--- config.mk ---
export PLATFORM = sky130hd
export DESIGN_NAME = wb_stage_p
export DESIGN_NICKNAME = d
export VERILOG_FILES = /design/src/rtl/wb_stage_p.sv
export SDC_FILE = /design/constraint.sdc
export NUM_CORES = 1
export LEC_CHECK = 0
export CELL_PAD_IN_SITES_DETAIL_PLACEMENT = 0
export CELL_PAD_IN_SITES_GLOBAL_PLACEMENT = 1
export CORE_ASPECT_RATIO = 1.25
export CORE_UTILIZATION = 37
export DETAILED_ROUTE_END_ITERATION = 6
export PLACE_DENSITY_LB_ADDON = 0.2
export RECOVER_POWER = 50
export SYNTH_ARGS = -nofsm -noshare
export SYNTH_HDL_FRONTEND = slang
export SYNTH_SLANG_ARGS = --single-unit
--- constraint.sdc ---
create_clock -name clk -period 3.1 [get_ports clk]
set_clock_uncertainty 0.2 [all_clocks]
set_input_delay 0.62 -clock clk [delete_from_list [all_inputs] [get_ports clk]]
set_output_delay 0.62 -clock clk [all_outputs]
set_load 0.01 [all_outputs]
--- src/rtl/wb_stage_p.sv ---
// wb_stage_p: MEM/WB pipeline register with writeback-data formation.
// Holds the MEM-stage result with valid/stall/flush control, extracts
// sub-word loads with sign/zero extension, flags misaligned loads and
// keeps a saturating count of retired instructions.
module wb_stage_p #(
  parameter int DATA_W = 32,
  parameter int REG_AW = 5,
  parameter int TYPE_W = 4,
  parameter int NUM_W  = 4,
  parameter int CNT_W  = 16
) (
  input  logic              clk,
  input  logic              rst,
  input  logic              mem_valid,
  input  logic [REG_AW-1:0] mem_destR,
  input  logic [DATA_W-1:0] mem_aluR,
  input  logic [DATA_W-1:0] mem_mdata,
  input  logic              mem_wreg,
  input  logic              mem_m2reg,
  input  logic [1:0]        mem_ldsz,
  input  logic              mem_ldsext,
  input  logic [TYPE_W-1:0] MEM_ins_type,
  input  logic [NUM_W-1:0]  MEM_ins_number,
  input  logic              wb_stall,
  input  logic              wb_flush,
  output logic              wb_valid,
  output logic              wb_wreg,
  output logic [REG_AW-1:0] wb_destR,
  output logic [DATA_W-1:0] wb_dest,
  output logic [TYPE_W-1:0] WB_ins_type,
  output logic [NUM_W-1:0]  WB_ins_number,
  output logic              wb_misalign,
  output logic [CNT_W-1:0]  wb_retire_cnt
);

  localparam int OFF_W = $clog2(DATA_W / 8);

  logic              r_valid;
  logic              r_wreg;
  logic              r_m2reg;
  logic [REG_AW-1:0] r_destR;
  logic [DATA_W-1:0] r_aluR;
  logic [DATA_W-1:0] r_mdata;
  logic [1:0]        r_ldsz;
  logic              r_ldsext;
  logic [TYPE_W-1:0] r_type;
  logic [NUM_W-1:0]  r_num;
  logic [CNT_W-1:0]  r_cnt;

  logic [OFF_W-1:0]  w_off;
  logic [OFF_W-1:0]  w_off_h;
  logic [OFF_W-1:0]  w_off_w;
  logic [7:0]        w_byte;
  logic [15:0]       w_half;
  logic [31:0]       w_word;
  logic [DATA_W-1:0] w_word_ext;
  logic [DATA_W-1:0] w_load;
  logic              w_misalign;

  // Pipeline register: flush invalidates but still loads (tags stay visible),
  // stall holds everything, otherwise a plain load.
  always_ff @(posedge clk or negedge rst) begin
    if (!rst) begin
      r_valid  <= 1'b0;
      r_wreg   <= 1'b0;
      r_m2reg  <= 1'b0;
      r_destR  <= '0;
      r_aluR   <= '0;
      r_mdata  <= '0;
      r_ldsz   <= '0;
      r_ldsext <= 1'b0;
      r_type   <= '0;
      r_num    <= '0;
    end else if (wb_flush || !wb_stall) begin
      r_valid  <= wb_flush ? 1'b0 : mem_valid;
      r_wreg   <= mem_wreg;
      r_m2reg  <= mem_m2reg;
      r_destR  <= mem_destR;
      r_aluR   <= mem_aluR;
      r_mdata  <= mem_mdata;
      r_ldsz   <= mem_ldsz;
      r_ldsext <= mem_ldsext;
      r_type   <= MEM_ins_type;
      r_num    <= MEM_ins_number;
    end
  end

  // Retire counter: an entry counts when it leaves WB valid and unstalled.
  always_ff @(posedge clk or negedge rst) begin
    if (!rst) begin
      r_cnt <= '0;
    end else if (r_valid && !wb_stall && (r_cnt != {CNT_W{1'b1}})) begin
      r_cnt <= r_cnt + 1'b1;
    end
  end

  // Byte offset and its half/word-aligned versions select the load lane.
  assign w_off   = r_aluR[OFF_W-1:0];
  assign w_off_h = w_off & ~OFF_W'(1);
  assign w_off_w = w_off & ~OFF_W'(3);

  assign w_byte = 8'(r_mdata >> {w_off, 3'b000});
  assign w_half = 16'(r_mdata >> {w_off_h, 3'b000});
  assign w_word = 32'(r_mdata >> {w_off_w, 3'b000});

  // A word load only needs extending when the datapath is wider than a word.
  generate
    if (DATA_W > 32) begin : g_wide
      assign w_word_ext = {{(DATA_W-32){r_ldsext & w_word[31]}}, w_word};
    end else begin : g_narrow
      assign w_word_ext = DATA_W'(w_word);
    end
  endgenerate

  // Load-data formation; dword is the full word (also on a 32-bit datapath).
  always_comb begin
    w_load = r_mdata;
    case (r_ldsz)
      2'd0:    w_load = {{(DATA_W-8){r_ldsext & w_byte[7]}}, w_byte};
      2'd1:    w_load = {{(DATA_W-16){r_ldsext & w_half[15]}}, w_half};
      2'd2:    w_load = w_word_ext;
      default: w_load = r_mdata;
    endcase
  end

  // Misalignment is judged against the natural alignment of the access size.
  always_comb begin
    w_misalign = 1'b0;
    case (r_ldsz)
      2'd1:    w_misalign = w_off[0];
      2'd2:    w_misalign = |w_off[1:0];
      2'd3:    w_misalign = |w_off;
      default: w_misalign = 1'b0;
    endcase
  end

  assign wb_valid      = r_valid;
  assign wb_misalign   = r_valid & r_m2reg & r_wreg & w_misalign;
  assign wb_wreg       = r_valid & r_wreg & (r_destR != '0) & ~wb_misalign;
  assign wb_destR      = r_destR;
  assign wb_dest       = r_m2reg ? w_load : r_aluR;
  assign WB_ins_type   = r_type;
  assign WB_ins_number = r_num;
  assign wb_retire_cnt = r_cnt;

endmodule

# Word level (Yosys, flattened, before mapping)
# Cells that the tools add are included.
[word_totals]
ff_bits = 99
word_cells = 39
out_inout_bits = 64
[op_classes]
n_bitwise = 9
reduce_logical = 8
mux = 4
n_addsub = 1
eq_ne = 4
shifts = 2
[ops]
columns = ["operator", "count"]
rows = [
  ["case mux 32 bit (2 select lines)", 1],
  ["2-to-1 mux 32 bit", 1],
  [">> shifter 32 x 5 -> 16 bit", 1],
  [">> shifter 32 x 5 -> 8 bit", 1],
  ["adder 16 x 1 -> 16 bit, second input constant", 1],
  ["!= test 16 bit, second input constant", 1],
  ["bitwise AND 1 bit", 8],
  ["nonzero test 5 bit", 1],
  ["== test 2 bit, second input constant", 2],
  ["OR reduction 2 bit", 2],
  ["== test 2 x 1 -> 1 bit, second input constant", 1],
  ["logical AND 1 bit", 2],
  ["zero test 2 bit", 1],
  ["case mux 1 bit (2 select lines)", 1],
  ["zero test 1 bit", 1],
  ["logical OR 1 bit", 1],
  ["2-to-1 mux 1 bit", 1],
  ["inverter 1 bit", 1],
]

# Longest topological paths before layout
# Gate-level depths: netlist of the first run.
[logic_depth]
depth_word = 6
depth_mapped = 6

# Worst setup path before layout of the first run
# Ideal clock, no wire load.
[synth_timing]
path_type = "reg-to-output"
startpoint = "reg r_aluR[0]"
endpoint = "out wb_dest[2]"
path_buffers = 1
arrival_ns = 1.633
required_time_ns = 2.280
setup_slack_ns = 0.647
path_stages_with_launch = 6
path_cell_list = "dfrtp_1 nor2b_4 buf_6 mux4_2 and2_1 a221o_1"
[synth_between]
elab_chain_len = 3
[synth_lines]
columns = ["item", "line", "rtl"]
rows = [
  ["start, declared", "42", "logic [DATA_W-1:0] r_aluR;"],
  ["start signal, assigned", "79", "r_aluR <= mem_aluR;"],
  [">> shifter 32 x 5 -> 8 bit", "102", "assign w_byte = 8'(r_mdata >> {w_off, 3'b000});"],
  ["case mux 32 bit (2 select lines)", "118", "case (r_ldsz)"],
  ["2-to-1 mux 32 bit", "141", "assign wb_dest = r_m2reg ? w_load : r_aluR;"],
  ["end, declared", "29", "output logic [DATA_W-1:0] wb_dest,"],
]
# Every way passes these cells.

# Worst setup path in the final report of the first run
[layout_timing]
startpoint = "reg r_ldsz[0]"
endpoint = "out wb_dest[5]"
[layout_between]
elab_chain_len = 3
elab_cells_between_ends = 4
[layout_lines]
columns = ["item", "line", "rtl"]
rows = [
  ["start, declared", "44", "logic [1:0] r_ldsz;"],
  ["start signal, assigned", "81", "r_ldsz <= mem_ldsz;"],
  ["== test 2 x 1 -> 1 bit / zero test 2 bit (equally long branches)", "118", ""],
  ["case mux 32 bit (2 select lines) (*)", "118", ""],
  ["2-to-1 mux 32 bit (*)", "141", ""],
]
# Every way passes the cells marked *; elsewhere a longest branch is shown, timed or not.

==> results.md, run 1 <==
- Seq/Total Area, Yosys: 0.5224
- Skew-Pair Late Insertion Delay: around 0.34 ns
- Final worst-path cycle share: 0.9779
- Launching point of the worst reg2reg path: wb_retire_cnt[0]
- Unrepaired setup endpoints after global routing: yes
- Most area-consuming cells after synthesis: dfrtp_1 (52%), mux2_2 (20%), a221o_1 (3.8%)
- Proportion of layout cells with a drive suffix above 1: 0.2993
- Horizontal die dimension: roughly 100 µm
- Count of buffers from port buffering: 150
- Synth-to-layout area growth: 47.84%
- TritonRoute pass-1 iters: 4
- Cell with the largest stage delay on the worst path: mux4_2
- Number of distinct standard cells referenced by the synthesized netlist: 45
- Category of cells accounting for the largest share of critical-path delay: buffers and inverters
- Worst rel slew slack: -0.5356
- Tightest Hold Check Type: reg -> reg
- Die outline area: about 0.013 mm²
- Initial antenna violation count: 0
- Final cell utilization of the core: 0.5685
- Post-CTS clock slew at the launch and capture registers of the worst setup and hold paths: 0.06 ns
- Minimum setup slack among reg-to-reg paths: approximately 0.93 ns
- Post-layout nets: 631
- Async set or reset register ratio after synthesis: 1.000
- Hold buffer count at cts: 0
- Seq cells post-synth: between 90 and 100
- Total half-perimeter wirelength after legalization and detailed placement: just over 9 mm
- Largest area contributor in the netlist: dfrtp_1
- Status: complete, but fails checks
- Post-synthesis instance area: 0.004742 mm²
- GR Overflow Total: 0
- Synthesized-area fraction occupied by and/or/nand/nor cells: 0.08311
- Number of enable flip-flop cells after synthesis: 0
- Starting DRC count in detailed routing: 221
- Worst endpoint data arrival time: ~2.2 ns
- Critical Path Sink Type: output port
- Clock root buffer: clkbuf_16
- Cell area power density: approximately 500 mW/mm²
- Number of setup violations in the final report: 0
- Filler cell count: 1025
- Last weighted congestion value of the routability-driven placer: approximately 0.77
- Number of buffers between clock root and the deepest sink: 2
- Post-detailed-routing wire length: around 13 mm
- DRT antenna net count: 0
- Failing checks: max-capacitance violations, max-slew violations
- Reg-to-Reg End: wb_retire_cnt[1]
- Startpoint type of the worst setup path: flop
- Share of synthesized area spent on multiplexers: 0.2480
- Number of failing hold endpoints at the final stage: 0
- Adder-cell share of the synthesized area: 0.002639
- R2R cell count: 6
- Post-route minimum period: 3.031 ns
- Dominant register cell in the synthesized netlist: dfrtp_1
- Net Count, Synth: about 460
- Number of top-level pins: between 150 and 200
- Total clock buffers created by CTS: 9
- Final Hold Slack: roughly 0.30 ns
- Diode count: 0
- Core area: approximately 0.012 mm²
- Maximum Capacitance Violations: 1
- Startpoint-to-endpoint class of the critical path: reg -> out
- Cell repeated most along the worst path: buf_6
- Total global-route track usage: 0.2050
- Routed length per instance: approximately 18 µm
- Die outline height: ~130 µm
- Global-route wire length before repair: 20.29 mm
- TritonCTS clock tree: built
- Compound-Gate Fraction of Synth Area: 0.09472
- Number of global-route vias before repair: 3900
- # DRC: 0
- Library cell with the highest instance count after synthesis: dfrtp_1
- Peak per-stage delay on the critical path: approximately 0.47 ns
- Fmax: 0.3299 GHz
- Worst hold path cell count: 1
- Largest fanout on the critical path: 5
- Synth Area per Inst: about 13 µm²
- Hold Crit Start: WB_ins_type[1]
- Leading cell types by count after synthesis: dfrtp_1 (99), mux2_2 (84), a221o_1 (18)
- Largest voltage drop on the vdd net: approximately 0.00025 V
- Post-Route Setup TNS: 0 ns
- Worst Path Buf+Inv: 4
- Vias per std cell: 5.247
- Effective utilization at floorplan: 0.3846
- Xor/xnor share of the synthesized area: 0.02216
- Ordered cell list for the critical path: buf_6 -> nor2b_4 -> buf_12 -> buf_6 -> mux4_2 -> and2_4 -> a221o_1 -> buf_6
- Top cell type's share of synthesized area: 0.5224
- Required time reported for the critical path endpoint: 2.28 ns
- Number of H-tree levels: 3
- Number of slew-limit violations in the final report: 38
- Transition time at the pin with the least slew margin: 2.303 ns
- Count of standard-cell rows: 45
- Worst min-delay path endpoint: WB_ins_type[1]
- Total of warnings raised by yosys: 0
- Clock sink count: 99
- Leak: between 3 and 4 nW
- Synthesized instance count: around 370
- Main combinational cell family by area after synthesis: multiplexers
- Largest net degree at the start of global routing: 52
- Vias after detailed routing: 3736
==> layer usage <==
metal | part of all wire | up-vias | track usage | wire (µm)
met1 | 0.42 | 1870 | 0.2526 | 5395
li1 | - | 1736 | - | -
met4 | 0.024 | 0 | 0.07788 | 310
met5 | 0 | - | 0 | 0
met2 | 0.51 | 111 | 0.3475 | 6635
met3 | 0.048 | 19 | 0.04617 | 622
==> state kept, by name, indices dropped and copies added, names as in the netlist <==
| register | count |
|---|---|
| wb_valid | 1 |
| r_mdata | 32 |
| r_aluR | 32 |
| wb_retire_cnt | 16 |
| WB_ins_type | 4 |
| WB_ins_number | 4 |
| r_wreg | 1 |
| r_ldsz | 2 |
| r_m2reg | 1 |
| wb_destR | 5 |
| r_ldsext | 1 |
==> report_power, final <==
group / total [W] / internal [W] / switching, W
sequential: 0.00150 / 0.00141 / 0.0000962
clock: 0.00118 / 0.000693 / 0.000484
combinational: 0.000821 / 0.000487 / 0.000334
==> worst max path at each step <==
stage	startpoint	to	cells after the start
6_report	r_ldsz[0]	wb_dest[5]	8
4_1_cts	r_aluR[1]	wb_dest[20]	6
3_3_place_gp	r_aluR[1]	wb_dest[18]	5
5_1_grt	r_aluR[1]	wb_dest[13]	7
2_1_floorplan	r_aluR[0]	wb_dest[2]	5
3_5_place_dp	r_aluR[1]	wb_dest[18]	5
==> layout by cell type (no fill, tap or decap), drive strengths merged, types with 11 or more instances in the layout <==
master,count
mux2,85
a221o,18
xor2,11
dfrtp,99
clkbuf,24
dlygate4sd3,12
buf,38
nand2,17
nor2,12
clkdlybuf4s50,112
==> cells by family (layout without fill, tap and decap cells) <==
logic type / Yosys count / in the layout
AOI/OAI and AO/OA: 54 / 54
and+or+nand+nor: 74 / 74
muxes: 99 / 99
buffers and inverters: 28 / 209
DFF: 99 / 99
adders and majority gates: 1 / 1
xor gates and xnor gates: 12 / 12
==> repair_timing <==
action,CTS,global route
pin swaps,3,1
resized for setup,31,42
endpoints found under the setup margin,31,28
setup buffers,12,0
==> final cells by class <==
class | count | area, µm² | area share
flip-flops and latches | 99 | 2477 | 0.3534
clock buffers | 13 | 270.3 | 0.03855
inverters | 5 | 22.52 | 0.003213
clock inverters | 3 | 45.04 | 0.006425
multi-input cells | 240 | 2170 | 0.3095
well taps | 164 | 205.2 | 0.02927
repair buffers | 188 | 1821 | 0.2597
==> through the flow <==
| stage | cells | area [µm²] | power [W] | setup slack (ns) |
|---|---|---|---|---|
| floorplan | 367 | 4742 | 0.001880 | 0.6472 |
| global placement | 684 | 6565 | 0.002334 | -0.1734 |
| detailed placement | 684 | 6565 | 0.002351 | -0.1818 |
| CTS | 712 | 6982 | 0.003538 | 0.009698 |
| global route | 712 | 7010 | 0.003663 | -0.02161 |
| finish | 712 | 7010 | 0.003500 | 0.06860 |
No activity file was read; power rests on OpenSTA's default activity.
==> run 2, diff against run 1 <==
Settings changed: PLACE_DENSITY set to 0.92, PLACE_DENSITY_LB_ADDON 0.2 to unset.
==> results.md, run 2 (synthesis gave the netlist of run 1 again) <==
- Total clock buffers created by CTS: 9
- Minimum setup slack among reg-to-reg paths: 0.95 ns
- Count of standard-cell rows: 45
- Largest fanout on the critical path: 6
- Number of standard cells in the final layout excluding fillers: 700
- GR Overflow Total: 0
- # DRC: 0
- Status: finished, final reports clean
- Last weighted congestion value of the routability-driven placer: about 0.83
- Hold Crit Start: WB_ins_number[2]
- Clock root buffer: clkbuf_16
- Diode count: 0
- Ordered cell list for the critical path: nor2b_4 -> buf_12 -> buf_4 -> mux2_2 -> o22ai_1 -> a21oi_1 -> clkdlybuf4s50_1
- Effective utilization at floorplan: 0.3846
- Cell with the largest stage delay on the worst path: clkdlybuf4s50_1
- Most common library cell in the layout ignoring fill and taps: clkdlybuf4s50_1
- Synth-to-layout area growth: 45.22%
- Startpoint-to-endpoint class of the critical path: reg -> out
- Post-route minimum period: just over 3 ns
- Reg-to-Reg End: wb_retire_cnt[1]
- Number of H-tree levels: 3
- Starting DRC count in detailed routing: between 200 and 250
- Vias per std cell: around 5.4
- Total half-perimeter wirelength after legalization and detailed placement: roughly 9.5 mm
- Post-Route Setup TNS: 0 ns
- Horizontal die dimension: 103.3 µm
- Number of top-level pins: 151
- Post-layout nets: 620
- Final worst-path cycle share: 0.9804
- Launching instance or port of the critical path: r_aluR[0]
- Transition time at the pin with the least slew margin: between 1 and 1.5 ns
- Peak per-stage delay on the critical path: between 0.5 and 0.6 ns
- Critical Path Sink Type: output port
- Launching point of the worst reg2reg path: wb_retire_cnt[0]
- Leak: just under 3 nW
- Fmax: between 0.3 and 0.4 GHz
- Placed Instances: a little under 700
- Worst rel slew slack: 0.1484
- Unrepaired setup endpoints after global routing: no
- Number of slew-limit violations in the final report: 0
- Category of cells accounting for the largest share of critical-path delay: buffers and inverters
- Post-CTS clock slew at the launch and capture registers of the worst setup and hold paths: around 0.070 ns
- Required time reported for the critical path endpoint: 2.28 ns
- DRT antenna net count: 0
- Proportion of layout cells with a drive suffix above 1: 0.2631
- Largest voltage drop on the vdd net: about 0.00026 V
- Total global-route track usage: 0.2054
- Post-detailed-routing wire length: around 13 mm
- Routed length per instance: between 15 and 20 µm
- R2R cell count: 6
- Maximum Capacitance Violations: 0
- Global-route wire length before repair: 20.40 mm
- TritonCTS clock tree: built
- Die outline area: 0.01328 mm²
- Number of failing hold endpoints at the final stage: 0
- Die outline height: approximately 130 µm
- Worst min-delay path endpoint: WB_ins_number[2]
- Core area: between 0.01 and 0.015 mm²
- Clock sink count: ~100
- Worst hold path cell count: 1
- Worst endpoint data arrival time: 2.22 ns
- Number of setup violations in the final report: 0
- Cell area power density: roughly 500 mW/mm²
- Count of buffers from port buffering: 150
- Largest net degree at the start of global routing: approximately 50
- Vias after detailed routing: approximately 3.8k
- Leading cell types in the layout, fill and taps excluded: clkdlybuf4s50_1 (115), dfrtp_1 (97), mux2_2 (84)
- Tightest Hold Check Type: reg -> reg
- Startpoint type of the worst setup path: flop
- Worst Path Buf+Inv: 3
- Number of buffers between clock root and the deepest sink: 2
- Skew-Pair Late Insertion Delay: 0.34 ns
- Initial antenna violation count: 0
- TritonRoute pass-1 iters: 4
- Number of global-route vias before repair: roughly 3.9k
==> run 2: cell count changes in the layout (fill, tap and decap cells not counted), sizes merged, moves of 5 or more <==
cell,before,now
clkbuf,24,15
clkdlybuf4s15,1,6
dlymetal6s2s,9,2
dlygate4sd2,5,19
dlygate4sd3,12,7
buf,38,23
==> run 2: where the power goes <==
group	leakage (nW)	switching, W	internal [W]
Sequential	1.18	0.000106	0.00141
Combinational	1.64	0.000320	0.000470
Clock	0.142	0.000464	0.000643
==> run 2: how the worst max path moves through the flow <==
stage / end / slack, ns / cells after the start
3_3_place_gp: wb_dest[2] / 0.11 / 5
3_5_place_dp: wb_dest[19] / 0.05 / 7
6_report: wb_dest[1] / 0.06 / 7
5_1_grt: wb_dest[3] / 0.0008 / 6
4_1_cts: wb_dest[9] / 0.003 / 5
2_1_floorplan: wb_dest[2] / 0.65 / 5
==> run 2: metrics by stage <==
| stage | hold slack, ns | area [µm²] | worst slack, ns | power (W) | utilization |
|---|---|---|---|---|---|
| 3_5_place_dp | 0.2941 | 6533 | 0.05254 | 0.002344 | 0.5298 |
| 3_3_place_gp | 0.2882 | 6533 | 0.1117 | 0.002322 | 0.5298 |
| 2_1_floorplan | 0.1244 | 4742 | 0.6472 | 0.001880 | - |
| 5_1_grt | 0.3165 | 6887 | 0.0007803 | 0.003582 | 0.5585 |
| 6_report | 0.3040 | 6887 | 0.06083 | 0.003411 | 0.5585 |
| 4_1_cts | 0.3096 | 6898 | 0.003389 | 0.003452 | 0.5594 |
==> run 2: area by class of cell <==
class / instances / area [µm²]
Fill cell: 1017 / 5444
Sequential cell: 99 / 2480
Tap cell: 164 / 205.2
Clock buffer: 11 / 242.7
Timing Repair Buffer: 177 / 1743
Inverter: 5 / 22.52
Multi-Input combinational cell: 240 / 2142
Clock inverter: 4 / 51.30
==> run 2: timing repair <==
action | in CTS | in global routing
gates resized for setup | 35 | 13
cloned | 1 | 0
pin swaps | 1 | 0
buffers inserted | 4 | 1
endpoints found under the hold margin | 22 | 0
hold buffers | 1 | 0
setup endpoints to repair | 29 | 25
==> run 2: per-layer routing <==
layer,track usage,up-vias,wire length (µm)
met3,0.04780,30,845
met5,0,-,0
li1,-,1722,-
met2,0.3400,153,6493
met1,0.2495,1847,5208
met4,0.1011,0,416
==> run 3, diff against run 2 <==
Settings changed: CAP_MARGIN set to 15, MAX_ROUTING_LAYER set to met4.
==> results.md, run 3 (synthesis gave the netlist of run 1 again) <==
- Synth-to-layout area growth: 45.22%
- Met3 Usage GRT: 0.04183
- Post-CTS clock slew at the launch and capture registers of the worst setup and hold paths: about 0.070 ns
- Cell area power density: just under 500 mW/mm²
- Filler cell count: 1017
- Number of slew-limit violations in the final report: 0
- Post-route minimum period: between 3 and 4 ns
- Number of standard cells in the final layout excluding fillers: 700
- Fmax: 0.3289 GHz
- TritonCTS clock tree: built
- Category of cells accounting for the largest share of critical-path delay: buffers and inverters
- Instance area after placement: ~0.0065 mm²
- Number of buffers between clock root and the deepest sink: 2
- Largest voltage drop on the vdd net: 0.0002603 V
- Die outline height: around 130 µm
- Effective utilization at floorplan: 0.3846
- Largest net degree at the start of global routing: slightly below 50
- Total clock buffers created by CTS: 9
- Internal Power: about 0.0025 W
- Transition time at the pin with the least slew margin: roughly 1.3 ns
- Maximum Capacitance Violations: 0
- Number of setup violations in the final report: 0
- Critical Path Sink Type: output port
- Ordered cell list for the critical path: nor2b_4 -> buf_12 -> buf_4 -> mux2_2 -> o22ai_1 -> a21oi_1 -> clkdlybuf4s50_1
- Clock root buffer: clkbuf_16
- Final Hold Slack: about 0.30 ns
- # DRC: 0
- Sw frac: 0.2613
- Startpoint-to-endpoint class of the critical path: reg -> out
- Sequential share of power: 0.443
- Busiest layer in global routing: met2
- Skew-Pair Late Insertion Delay: ~0.34 ns
- Count of standard-cell rows: between 40 and 50
- Peak per-stage delay on the critical path: about 0.58 ns
- DRT antenna net count: 0
- Placed Instances: between 600 and 700
- Worst Path Buf+Inv: 3
- Final worst-path cycle share: 0.9809
- Worst rel slew slack: 0.1512
- Share of power burned in combinational logic: 0.232
- Part of the total power dissipated in the clock network: 0.325
- Met2 track utilization from global routing: 0.3455
- Routing usage on met1: 0.2481
- Total global-route track usage: 0.2114
- Tightest Hold Check Type: reg -> reg
- Number of H-tree levels: 3
- Status: finished, final reports clean
- Clock sink count: just under 100
- Largest fanout on the critical path: 6
- Number of global-route vias before repair: about 4k
- Vias per std cell: 5.403
- Horizontal die dimension: between 100 and 150 µm
- Initial antenna violation count: 0
- Required time reported for the critical path endpoint: roughly 2.3 ns
- Total half-perimeter wirelength after legalization and detailed placement: 9.506 mm
- TritonRoute pass-1 iters: 4
- Core area: approximately 0.012 mm²
- Cell with the largest stage delay on the worst path: clkdlybuf4s50_1
- Vias after detailed routing: between 3k and 4k
- Die outline area: approximately 0.013 mm²
- Most common library cell in the layout ignoring fill and taps: clkdlybuf4s50_1
- Final cell utilization of the core: 0.5585
- Power spent charging and discharging nets: 0.0008916 W
- Proportion of layout cells with a drive suffix above 1: 0.2631
- Number of top-level pins: around 150
- GR Overflow Total: 0
- Last weighted congestion value of the routability-driven placer: roughly 0.84
- Worst endpoint data arrival time: around 2.2 ns
- Leading cell types in the layout, fill and taps excluded: clkdlybuf4s50_1 (115), dfrtp_1 (97), mux2_2 (84)
- Post-Route Setup TNS: 0 ns
- Count of buffers from port buffering: 150
- Startpoint type of the worst setup path: flop
- Unrepaired setup endpoints after global routing: no
- Number of failing hold endpoints at the final stage: 0
- Starting DRC count in detailed routing: 217
- Post-detailed-routing wire length: between 10 and 15 mm
- Routed length per instance: around 19 µm
- Diode count: 0
- Minimum setup slack among reg-to-reg paths: about 0.94 ns
- Leak: 2.960 nW
- Final instance area: 0.006887 mm²
- Post-layout nets: 620
- Global-route wire length before repair: between 20 and 25 mm
==> run 3: power by group through the flow <==
stage | Sequential [W] | Combinational, W | Clock [W]
floorplan | 0.00152 | 0.000359 | 0
global placement | 0.00152 | 0.000798 | 0
detailed placement | 0.00153 | 0.000811 | 0
CTS | 0.00151 | 0.000802 | 0.00114
global route | 0.00153 | 0.000855 | 0.00120
finish | 0.00151 | 0.000790 | 0.00111
==> run 3: metal layers <==
layer / wire [µm] / vias up
li1: - / 1714
met1: 5245 / 1862
met2: 6504 / 166
met3: 777 / 40
met4: 456 / 0
met5: 0 / -
==> run 3: stage by stage <==
step | power (W) | setup WS [ns]
6_report | 0.003412 | 0.05923
5_1_grt | 0.003579 | 0.0007849
4_1_cts | 0.003452 | 0.003389
3_5_place_dp | 0.002344 | 0.05254
3_3_place_gp | 0.002322 | 0.1117
2_1_floorplan | 0.001880 | 0.6472
==> run 3: area by class of cell <==
cell class	count	area, µm²	share of cell area
timing repair buffer	177	1743	0.2531
clock inverter	4	51.30	0.007449
tap	164	205.2	0.02980
sequential	99	2480	0.3601
inverter	5	22.52	0.003270
clock buffer	11	242.7	0.03525
multi-input combinational	240	2142	0.3110
==> run 3: worst paths after layout <==
kind                                   from          endpoint  cells after the start
max                               r_aluR[0]        wb_dest[1]                      7
min                        WB_ins_number[2]  WB_ins_number[2]                      1
max reg2reg                wb_retire_cnt[0]  wb_retire_cnt[1]                      6
min reg2reg                WB_ins_number[2]  WB_ins_number[2]                      1
max in group asynchronous               rst       r_mdata[10]                      3
min in group asynchronous               rst  WB_ins_number[1]                      2
==> run 3: what timing repair did <==
item / 4_1_cts / 5_1_grt
gates cloned: 1 / 0
setup buffers: 4 / 1
resized for setup: 35 / 13
endpoints found under the setup margin: 29 / 25
pin swaps: 1 / 0
hold buffers: 1 / 0
hold endpoints to repair: 22 / 0
